===== config.mk =====
export PLATFORM = sky130hd
export DESIGN_NAME = timer_arbiter
export DESIGN_NICKNAME = d
export VERILOG_FILES = /design/src/rtl/timer_arbiter.sv
export SDC_FILE = /design/constraint.sdc
export NUM_CORES = 1
export LEC_CHECK = 0
export CAP_MARGIN = 20
export CORE_UTILIZATION = 52
export DETAILED_ROUTE_END_ITERATION = 16
export DONT_BUFFER_PORTS = 1
export PLACE_DENSITY = 0.67
export SKIP_CTS_REPAIR_TIMING = 1
export SLEW_MARGIN = 20
export SYNTH_ARGS = -nofsm -noshare
export SYNTH_HDL_FRONTEND = slang
export SYNTH_SLANG_ARGS = --single-unit

===== constraint.sdc =====
create_clock -name clk -period 2.18 [get_ports clk]
set_input_delay 0.436 -clock clk [delete_from_list [all_inputs] [get_ports clk]]
set_output_delay 0.436 -clock clk [all_outputs]
set_load 0.02 [all_outputs]

===== src/rtl/timer_arbiter.sv =====
// One shared delay down-counter handed out to NREQ requesters, one one-shot wait at a time.
// Define TIMER_ARBITER_FIXED_PRIO_EN for lowest-index-wins arbitration instead of round-robin.
module timer_arbiter #(
  parameter int NREQ = 4,
  parameter int DW   = 8,
  parameter int IW   = $clog2(NREQ)
) (
  input  logic               clk,
  input  logic               rst,
  input  logic               incr,
  input  logic [NREQ-1:0]    req,
  input  logic [NREQ*DW-1:0] delay,
  output logic [NREQ-1:0]    grant,
  output logic [IW-1:0]      owner,
  output logic               busy,
  output logic [NREQ-1:0]    done,
  output logic [DW-1:0]      count
);

  typedef enum logic [1:0] {IDLE, RUN, DONE} state_e;

  state_e                  state_q, state_d;
  logic [NREQ-1:0]         grant_q, grant_d;
  logic [NREQ-1:0]         done_q, done_d;
  logic [IW-1:0]           owner_q, owner_d;
  logic [DW-1:0]           count_q, count_d;
  logic                    win_vld;
  logic [IW-1:0]           win;
  logic [NREQ-1:0][DW-1:0] delay_a;

  assign delay_a = delay;

`ifdef TIMER_ARBITER_FIXED_PRIO_EN
  always_comb begin
    win_vld = 1'b0;
    win     = '0;
    for (int i = NREQ - 1; i >= 0; i--) begin
      if (req[i]) begin
        win_vld = 1'b1;
        win     = IW'(i);
      end
    end
  end
`else
  logic [IW-1:0] last_q, last_d;
  int            rr_idx;
  logic [IW-1:0] rr_sel;

  // Scan downward in distance so the requester nearest after last_q is assigned last.
  always_comb begin
    win_vld = 1'b0;
    win     = '0;
    rr_idx  = 0;
    rr_sel  = '0;
    for (int k = NREQ; k >= 1; k--) begin
      rr_idx = (int'(last_q) + k) % NREQ;
      rr_sel = IW'(rr_idx);
      if (req[rr_sel]) begin
        win_vld = 1'b1;
        win     = rr_sel;
      end
    end
  end

  // Leaving RUN (completion or abort) hands lowest priority to the releasing owner.
  always_comb begin
    last_d = last_q;
    if (state_q == RUN && state_d != RUN) last_d = owner_q;
  end

  always_ff @(posedge clk) begin
    if (rst) last_q <= IW'(NREQ - 1);
    else     last_q <= last_d;
  end
`endif

  always_comb begin
    state_d = state_q;
    grant_d = grant_q;
    owner_d = owner_q;
    count_d = count_q;
    done_d  = '0;
    case (state_q)
      IDLE: begin
        if (win_vld) begin
          state_d      = RUN;
          grant_d      = '0;
          grant_d[win] = 1'b1;
          owner_d      = win;
          count_d      = delay_a[win];
        end
      end
      RUN: begin
        // Abort outranks completion when both happen on the same edge.
        if (!req[owner_q]) begin
          state_d = IDLE;
          grant_d = '0;
        end else if (count_q == '0) begin
          state_d         = DONE;
          grant_d         = '0;
          done_d[owner_q] = 1'b1;
        end else if (incr) begin
          count_d = count_q - DW'(1);
        end
      end
      DONE:    state_d = IDLE;
      default: state_d = IDLE;
    endcase
  end

  always_ff @(posedge clk) begin
    if (rst) begin
      state_q <= IDLE;
      grant_q <= '0;
      done_q  <= '0;
      owner_q <= '0;
      count_q <= '0;
    end else begin
      state_q <= state_d;
      grant_q <= grant_d;
      done_q  <= done_d;
      owner_q <= owner_d;
      count_q <= count_d;
    end
  end

  assign grant = grant_q;
  assign done  = done_q;
  assign owner = owner_q;
  assign count = count_q;
  assign busy  = (state_q == RUN);

endmodule


==> impl_metrics.csv, run 1 <==
group,metric,value,unit
clock_network,clock_latency,0.31,ns
timing,fmax,0.507,GHz
synth,synth_ff_type,"dfxtp_1",
detailed_routing,dr.pass1.iters,4,
setup_path,reg2reg_slack,0.21,ns
synth,synth_edf_count,0,
floorplanning,num_rows,18,
power,intPower,0.000978,W
floorplanning,start_util,56.5,%
setup_path,crit_path_start,"count[1]$_SDFFE_PP0P_",
power,seqPwrFrac,35.0,%
timing,setup_slack,0.208,ns
setup_path,r2r_end,"count[4]$_SDFFE_PP0P_",
setup_path,startpoint_type,"flop",
placement,gp_congestion,0.811,
worst_hold_path,min_path_type,"input pin to flop",
floorplanning,core_area,2540,µm²
power,power_frac_clock,19.6,%
global_routing,track_usage,25.7,%
detailed_routing,routed_wl,3520,µm
finish,layout.nets,203,
status,status,"complete, no violations",
setup_path,r2r.worst_path.cells,7,
finish,layout-drive-gt1-share,24.1,%
timing,finalCriticalPeriod,1.97,ns
finish,diodes,0,
setup_path,worstSetupPathType,"flop to flop",
global_routing,overflow,0,
detailed_routing,drc,0,
global_routing,antenna_found_initial,0,
timing,max-slew-margin-rel,53.9,%
timing,setup_viol,0,
setup_path,cp.required,2.43,ns
power,power.density,1020,nW/µm²
timing,worstMarginPinSlew,0.687,ns
detailed_routing,via_per_inst,6.56,
placement,pre_cts_ws,0.105,ns
setup_path,r2r_start,"count[1]$_SDFFE_PP0P_",
setup_path,crit_path_end,"count[4]$_SDFFE_PP0P_",
clock_network,clk_path_buf_depth,2,
synth,syn_area,1440,µm²
floorplanning,dieArea,2980,µm²
placement,io_buffers,0,
power,p_leak,0.612,nW
detailed_routing,routedWlPerCell,18.4,µm
synth,synth.distinct_cells,51,
detailed_routing,first_iter_violations,37,
synth,syn_area_per_cell,9.28,µm²
run,maxCapViolations,0,
clock_network,h-tree-depth,1,
power,max-vdd-ir-drop,0.000610,V
timing,drv_slew,0,
clock_network,clk_pin_slew_worst_paths,0.13,ns
setup_path,cp_max_fo,6,
power,p_switching,0.000635,W
synth,yosys_warnings,0,
synth,ys_seq_area_share,30.6,%
timing,period_share,90.4,%
timing,rsz0062_at_grt,"false",
synth,ys_ff_latch,22,
clock_network,cts_buffers,3,
global_routing,grt_pass1_wl,5370,µm
floorplanning,die_w,54.6,µm
timing,fin_skew,0.00290,ns
floorplanning,ioPinCount,58,
timing,hold_viol,0,
synth,syn_inst,155,
synth,synth.net_count,195,
setup_path,arrival,2.22,ns
global_routing,grt_max_degree,18,
synth,synth-async-reset-ratio,0,%
setup_path,worst_setup_path_end_kind,"flop",
power,pwr-share-comb,45.4,%
finish,synthToLayoutAreaGrowth,9.49,%
detailed_routing,vias,1259,
placement,dp_hpwl,2670,µm
clock_network,clock_sinks,22,
timing,tns,0,ns
floorplanning,die_y,54.6,µm
global_routing,grt_pass1_vias,1185,
detailed_routing,ant_nets,0,
clock_network,cts_tree,"done",
power,p_sw_share,39.4,%
clock_network,cts-root-buf,"clkbuf_4",
## power groups by stage
stage / clock network, W / registers (W) / logic, W
6_report: 0.000316 / 0.000565 / 0.000732
5_1_grt: 0.000336 / 0.000574 / 0.000804
4_1_cts: 0.000324 / 0.000562 / 0.000717
3_5_place_dp: 0 / 0.000572 / 0.000712
3_3_place_gp: 0 / 0.000570 / 0.000696
2_1_floorplan: 0 / 0.000605 / 0.000517
## Yosys cell counts (all sizes together), types with 5 or more instances
master | instances | area (µm²)
a21oi | 5 | 25.0
a31oi | 5 | 46.3
a32oi | 5 | 43.8
buf | 6 | 43.8
dfxtp | 22 | 440
inv | 10 | 37.5
mux2 | 9 | 101
mux2i | 10 | 100
nand2 | 5 | 26.3
nand3 | 8 | 40.0
nor2 | 15 | 56.3
## stage by stage
stage	utilization, %	cells	instance area [µm²]	total power (W)	hold WS [ns]
finish	61.8	192	1570	0.00161	0.169
global route	61.8	192	1570	0.00171	0.152
CTS	61.6	192	1570	0.00160	0.163
detailed placement	59.5	188	1510	0.00128	0.484
global placement	59.5	188	1510	0.00127	0.474
floorplan	-	155	1440	0.00112	0.459
## worst max-delay path, cell delays in order, from the launching register on
cell      delay (ns)
dfxtp_1         0.34
inv_1           0.06
ha_1            0.17
or3b_1          0.47
o21bai_1        0.21
o31a_2          0.30
o22a_2          0.20
a31oi_1         0.16
## state kept, by name, summed over array words and instances, names as in the netlist
signal / flops
owner: 2
grant: 4
count: 8
last_q: 2
done: 4
state_q: 2
## per-layer routing
| layer | vias up | routed length, µm | track usage, % |
|---|---|---|---|
| li1 | 600 | - | - |
| met1 | 597 | 1590 | 33.7 |
| met2 | 60 | 1640 | 43.4 |
| met3 | 2 | 267 | 4.17 |
| met4 | 0 | 21 | 5.98 |
| met5 | - | 0 | 0 |
## worst min-delay path by stage
stage / startpoint / endpoint / slack (ns) / depth (start not counted)
floorplan: state_q[1]$_SDFF_PP0_ / state_q[0]$_SDFF_PP0_ / 0.46 / 1
global route: rst / count[6]$_SDFFE_PP0P_ / 0.15 / 1
global placement: state_q[1]$_SDFF_PP0_ / state_q[0]$_SDFF_PP0_ / 0.47 / 1
CTS: rst / count[6]$_SDFFE_PP0P_ / 0.16 / 1
finish: rst / grant[1]$_SDFFE_PP0P_ / 0.17 / 1
detailed placement: state_q[1]$_SDFF_PP0_ / state_q[0]$_SDFF_PP0_ / 0.48 / 1
## placed cells by master, fill, tap and decap left out, drive strengths merged, types with 2 or more instances in the layout
master | Yosys | layout
dfxtp | 22 | 22
nor2 | 15 | 15
buf | 6 | 13
inv | 10 | 10
mux2i | 10 | 10
mux2 | 9 | 9
nand3 | 8 | 8
a32oi | 5 | 5
a21oi | 5 | 5
a31oi | 5 | 5
nand2 | 5 | 5
nand2b | 4 | 4
mux4 | 4 | 4
or3 | 4 | 4
o21ai | 4 | 4
o2bb2ai | 3 | 3
clkbuf | 4 | 3
a211oi | 3 | 3
nor3 | 3 | 3
o31ai | 3 | 3
nor3b | 2 | 2
o22a | 2 | 2
## cells by family (layout without fill, tap and decap cells)
kind of cell,after synthesis,count (layout),synth area share (%)
AND/OR/NAND/NOR,46,46,17.0
AO/OA/AOI/OAI,43,43,24.5
multiplexers,23,23,20.3
flip-flops,22,22,30.6
buffers and inverters,20,27,6.70
adder cells (fa/ha/maj),1,1,0.870
## cell type report
cell class / count / area, µm²
sequential: 22 / 440
multi-input combinational: 113 / 908
tap: 30 / 37.5
clock inverter: 1 / 30.0
fill: 225 / 971
clock buffer: 3 / 22.5
timing repair buffer: 13 / 97.6
inverter: 10 / 37.5
(Power assumes the default switching activity.)
==> run 2: changes to the inputs <==
GPL_TIMING_DRIVEN = 0   (was default)
==> run 2 against run 1 <==
Effect of this change: power shrank 1.5%; clock skew is essentially flat; via count shrank 3.6%; design area shrank 0.95%; register-to-register slack lost 0.11 ns; setup slack lost 0.11 ns.
==> impl_metrics.csv, run 2 (same netlist as run 1, synthesis figures left out) <==
group,metric,value,unit
status,status,"complete, no violations",
finish,layout_commonest_cell,"dfxtp_1",
detailed_routing,via_per_inst,6.36,
global_routing,overflow,0,
timing,setup_viol,0,
finish,synthToLayoutAreaGrowth,8.44,%
finish,layout-drive-gt1-share,23.0,%
global_routing,antenna_found_initial,0,
detailed_routing,ant_nets,0,
clock_network,clock_sinks,22,
setup_path,cp_slowest_cell,"mux4_2",
detailed_routing,first_iter_violations,13,
clock_network,h-tree-depth,1,
timing,hold_viol,0,
placement,place_area,1480,µm²
timing,drv_slew,0,
run,maxCapViolations,0,
finish,diodes,0,
timing,rsz0062_at_grt,"false",
placement,io_buffers,0,
setup_path,slowest_delay,0.56,ns
floorplanning,die_w,54.6,µm
floorplanning,ioPinCount,58,
setup_path,startpoint_type,"flop",
timing,period_share,95.5,%
clock_network,clock_latency,0.31,ns
finish,final_cell_mix,"dfxtp_1, nor2_1, inv_1, mux2i_1, mux2_2",
setup_path,worstSetupPathType,"flop to flop",
clock_network,clk_path_buf_depth,2,
setup_path,cp.required,2.41,ns
detailed_routing,routed_wl,3350,µm
setup_path,arrival,2.31,ns
power,power.density,1020,nW/µm²
finish,layout.nets,202,
detailed_routing,drc,0,
clock_network,cts-root-buf,"clkbuf_4",
timing,fmax,0.480,GHz
floorplanning,start_util,56.5,%
timing,worstMarginPinSlew,0.657,ns
setup_path,reg2reg_slack,0.1,ns
power,max-vdd-ir-drop,0.000594,V
floorplanning,dieArea,2980,µm²
timing,fin_skew,0.00326,ns
finish,fin_area,1560,µm²
floorplanning,num_rows,18,
finish,largest_reg_flops,8,
global_routing,grt_max_degree,14,
detailed_routing,vias,1214,
placement,dp_hpwl,2510,µm
floorplanning,die_y,54.6,µm
detailed_routing,routedWlPerCell,17.5,µm
placement,gp_congestion,0.873,
finish,final.fill_count,229,
global_routing,grt_pass1_wl,4780,µm
timing,finalCriticalPeriod,2.08,ns
setup_path,worstPathCellList,"buf_6 -> mux4_2 -> nand2_4 -> o31ai_4 -> buf_4 -> o22a_2 -> a31oi_1",
finish,final_cells,191,
finish,multi_input_area,910,µm²
clock_network,cts_buffers,3,
placement,dp_cells,185,
global_routing,grt_pass1_vias,1056,
floorplanning,core_area,2540,µm²
finish,seqCellArea,444,µm²
detailed_routing,dr.pass1.iters,4,
clock_network,clk_pin_slew_worst_paths,0.13,ns
setup_path,worst_setup_path_end_kind,"flop",
timing,max-slew-margin-rel,55.9,%
worst_hold_path,min_path_type,"input pin to flop",
global_routing,track_usage,22.6,%
setup_path,cp_max_fo,7,
clock_network,cts_tree,"done",
power,p_leak,0.592,nW
[run 2: critical path, delay by kind of cell, from the launching register on]
family	cells	cell delay [ns]
compound gates	3	0.47
simple gates	1	0.14
mux	1	0.56
buf+inv	2	0.35
flops	1	0.49
[run 2: layout make-up]
class / instances / area share, %
inverter: 10 / 2.41
buffer: 9 / 3.53
clock inverter: 1 / 1.93
tap: 30 / 2.41
timing repair buffer: 3 / 1.44
multi-input combinational: 113 / 58.3
sequential: 22 / 28.5
clock buffer: 3 / 1.44
[run 2: per-stage QoR]
step           hold slack (ns)  setup TNS, ns  total power [W]  util [%]  setup WS, ns
2_1_floorplan            0.459              0          0.00112         -         0.178
3_3_place_gp             0.484         -0.351          0.00123      58.0        -0.103
3_5_place_dp             0.486         -0.628          0.00124      58.0        -0.126
4_1_cts                  0.433          -1.07          0.00155      60.0        -0.163
5_1_grt                  0.446              0          0.00168      61.3        0.0266
6_report                 0.435              0          0.00159      61.3        0.0977
[run 2: final timing paths]
kind                         start               endpoint  depth (start not counted)
max          owner[0]$_SDFFE_PP0P_  count[4]$_SDFFE_PP0P_                          7
min                      delay[28]  count[4]$_SDFFE_PP0P_                          3
max reg2reg  owner[0]$_SDFFE_PP0P_  count[4]$_SDFFE_PP0P_                          7
min reg2reg  state_q[1]$_SDFF_PP0_  state_q[0]$_SDFF_PP0_                          1
[run 2: routing by layer]
metal	part of all wire [%]	track usage, %	vias to the layer above
met1	48	31.1	572
li1	-	-	598
met3	6.2	3.33	0
met4	0	3.85	0
met2	45	37.6	44
met5	0	0	-
[run 2: where the power goes]
| group | switching (W) | internal [W] | total [W] |
|---|---|---|---|
| combinational | 0.000338 | 0.000307 | 0.000645 |
| clock | 0.000131 | 0.000186 | 0.000317 |
| sequential | 0.000156 | 0.000472 | 0.000627 |
| total | 0.000625 | 0.000964 | 0.00159 |
==> run 3: changes to the inputs <==
MAX_ROUTING_LAYER = met4   (was default)
==> run 3 against run 2 <==
Effect of this change: die area is the same; largest power group unchanged; clock-buffer cell count is the same; maximum frequency grew 0.22%; power grew 0.13%; non-clock buffer count is the same; largest cell class unchanged.
==> impl_metrics.csv, run 3 (same netlist as run 1, synthesis figures left out) <==
group,metric,value,unit
clock_network,clk_pin_slew_worst_paths,0.13,ns
setup_path,worstPathCellList,"buf_6 -> mux4_2 -> nand2_4 -> o31ai_4 -> buf_4 -> o22a_2 -> a31oi_1",
setup_path,worstSetupPathType,"flop to flop",
floorplanning,die_y,54.6,µm
finish,final_cell_mix,"dfxtp_1, nor2_1, inv_1, mux2i_1, mux2_2",
detailed_routing,dr_wl_met3,221,µm
finish,layout_commonest_cell,"dfxtp_1",
timing,drv_slew,0,
clock_network,cts_buffers,3,
setup_path,r2r_end,"count[4]$_SDFFE_PP0P_",
clock_network,cts_tree,"done",
finish,fin_area,1560,µm²
setup_path,crit_buf_inv,2,
setup_path,r2r.worst_path.cells,7,
floorplanning,dieArea,2980,µm²
detailed_routing,via_per_inst,6.38,
clock_network,clock_sinks,22,
placement,dp_hpwl,2510,µm
finish,final_util,61.3,%
setup_path,critPathTopFamily,"multiplexers",
timing,fin_skew,0.00504,ns
detailed_routing,routed_wl,3360,µm
global_routing,antenna_found_initial,0,
clock_network,clock_latency,0.31,ns
global_routing,track_usage,23.3,%
setup_path,slowest_delay,0.56,ns
setup_path,reg2reg_slack,0.10,ns
global_routing,overflow,0,
setup_path,cp.required,2.41,ns
global_routing,grt_max_degree,14,
clock_network,clk_path_buf_depth,2,
detailed_routing,top_layer_used,"met3",
power,max-vdd-ir-drop,0.000595,V
worst_hold_path,holdPathStages,3,
finish,layout.nets,202,
finish,final.fill_count,229,
status,status,"complete, no violations",
timing,period_share,95.3,%
finish,largest_reg_flops,8,
setup_path,arrival,2.31,ns
setup_path,startpoint_type,"flop",
floorplanning,die_w,54.6,µm
timing,rsz0062_at_grt,"false",
detailed_routing,vias,1219,
timing,finalCriticalPeriod,2.08,ns
setup_path,cp_slowest_cell,"mux4_2",
setup_path,worst_setup_path_end_kind,"flop",
timing,setup_viol,0,
timing,max-slew-margin-rel,55.1,%
placement,place_area,1480,µm²
floorplanning,start_util,56.5,%
finish,synthToLayoutAreaGrowth,8.44,%
finish,seqCellArea,444,µm²
timing,tns,0,ns
detailed_routing,routedWlPerCell,17.6,µm
finish,multi_input_area,910,µm²
timing,fmax,0.481,GHz
clock_network,h-tree-depth,1,
timing,hold_viol,0,
worst_hold_path,min_from,"delay[28]",
setup_path,cp_max_fo,7,
placement,io_buffers,0,
power,p_leak,0.592,nW
worst_hold_path,min_to,"count[4]$_SDFFE_PP0P_",
global_routing,grt_pass1_wl,4800,µm
placement,gp_congestion,0.887,
power,total_power,0.00159,W
floorplanning,core_area,2540,µm²
run,maxCapViolations,0,
timing,worstMarginPinSlew,0.669,ns
detailed_routing,dr.pass1.iters,4,
clock_network,cts-root-buf,"clkbuf_4",
global_routing,grt_pass1_vias,1053,
finish,diodes,0,
detailed_routing,drc,0,
detailed_routing,m1WireLength,1620,µm
floorplanning,num_rows,18,
detailed_routing,first_iter_violations,11,
finish,layout-drive-gt1-share,23.0,%
worst_hold_path,min_path_type,"input pin to flop",
detailed_routing,wl_met2,1530,µm
detailed_routing,ant_nets,0,
setup_path,r2r_start,"owner[0]$_SDFFE_PP0P_",
power,power.density,1020,nW/µm²
floorplanning,ioPinCount,58,
==> run 3: cell type report <==
| cell class | count | area share, % |
|---|---|---|
| repair buffers | 3 | 1.44 |
| clock buffers | 3 | 1.44 |
| clock inverters | 1 | 1.93 |
| flip-flops and latches | 22 | 28.5 |
| plain buffers | 9 | 3.53 |
| multi-input cells | 113 | 58.3 |
| inverters | 10 | 2.41 |
| well taps | 30 | 2.41 |
==> run 3: worst reg2reg max path: cells and delay by family, from the launching register on <==
family,cells,cell delay [ns]
compound gates,3,0.47
buf+inv,2,0.35
flops,1,0.49
mux,1,0.56
simple gates,1,0.14
==> run 3: layer usage <==
layer | global-route usage, % | up-vias
met1 | 31.1 | 570
met2 | 37.6 | 51
li1 | - | 598
met3 | 3.33 | 0
met5 | - | -
met4 | 3.85 | 0
==> run 3: through the flow <==
stage / std cells / worst slack (ns) / hold WS [ns]
final: 191 / 0.102 / 0.432
after global routing: 191 / 0.0230 / 0.446
after CTS: 189 / -0.163 / 0.433
after detailed placement: 185 / -0.126 / 0.486
after global placement: 185 / -0.103 / 0.484
after floorplan: 155 / 0.178 / 0.459
==> run 3: worst max-delay path by stage <==
stage	startpoint	end	slack, ns	depth (start not counted)
floorplan	count[0]$_SDFFE_PP0P_	count[7]$_SDFFE_PP0P_	0.18	8
global placement	count[0]$_SDFFE_PP0P_	count[7]$_SDFFE_PP0P_	-0.10	8
detailed placement	count[0]$_SDFFE_PP0P_	count[7]$_SDFFE_PP0P_	-0.13	8
CTS	count[0]$_SDFFE_PP0P_	count[7]$_SDFFE_PP0P_	-0.16	8
global route	owner[0]$_SDFFE_PP0P_	count[4]$_SDFFE_PP0P_	0.02	7
finish	owner[0]$_SDFFE_PP0P_	count[4]$_SDFFE_PP0P_	0.10	7
==> run 3: report_power, final <==
group | leakage [nW] | internal (W) | switching, W
Sequential | 0.182 | 0.000472 | 0.000156
Combinational | 0.382 | 0.000307 | 0.000339
Clock | 0.0279 | 0.000186 | 0.000132
Total | 0.592 | 0.000964 | 0.000627
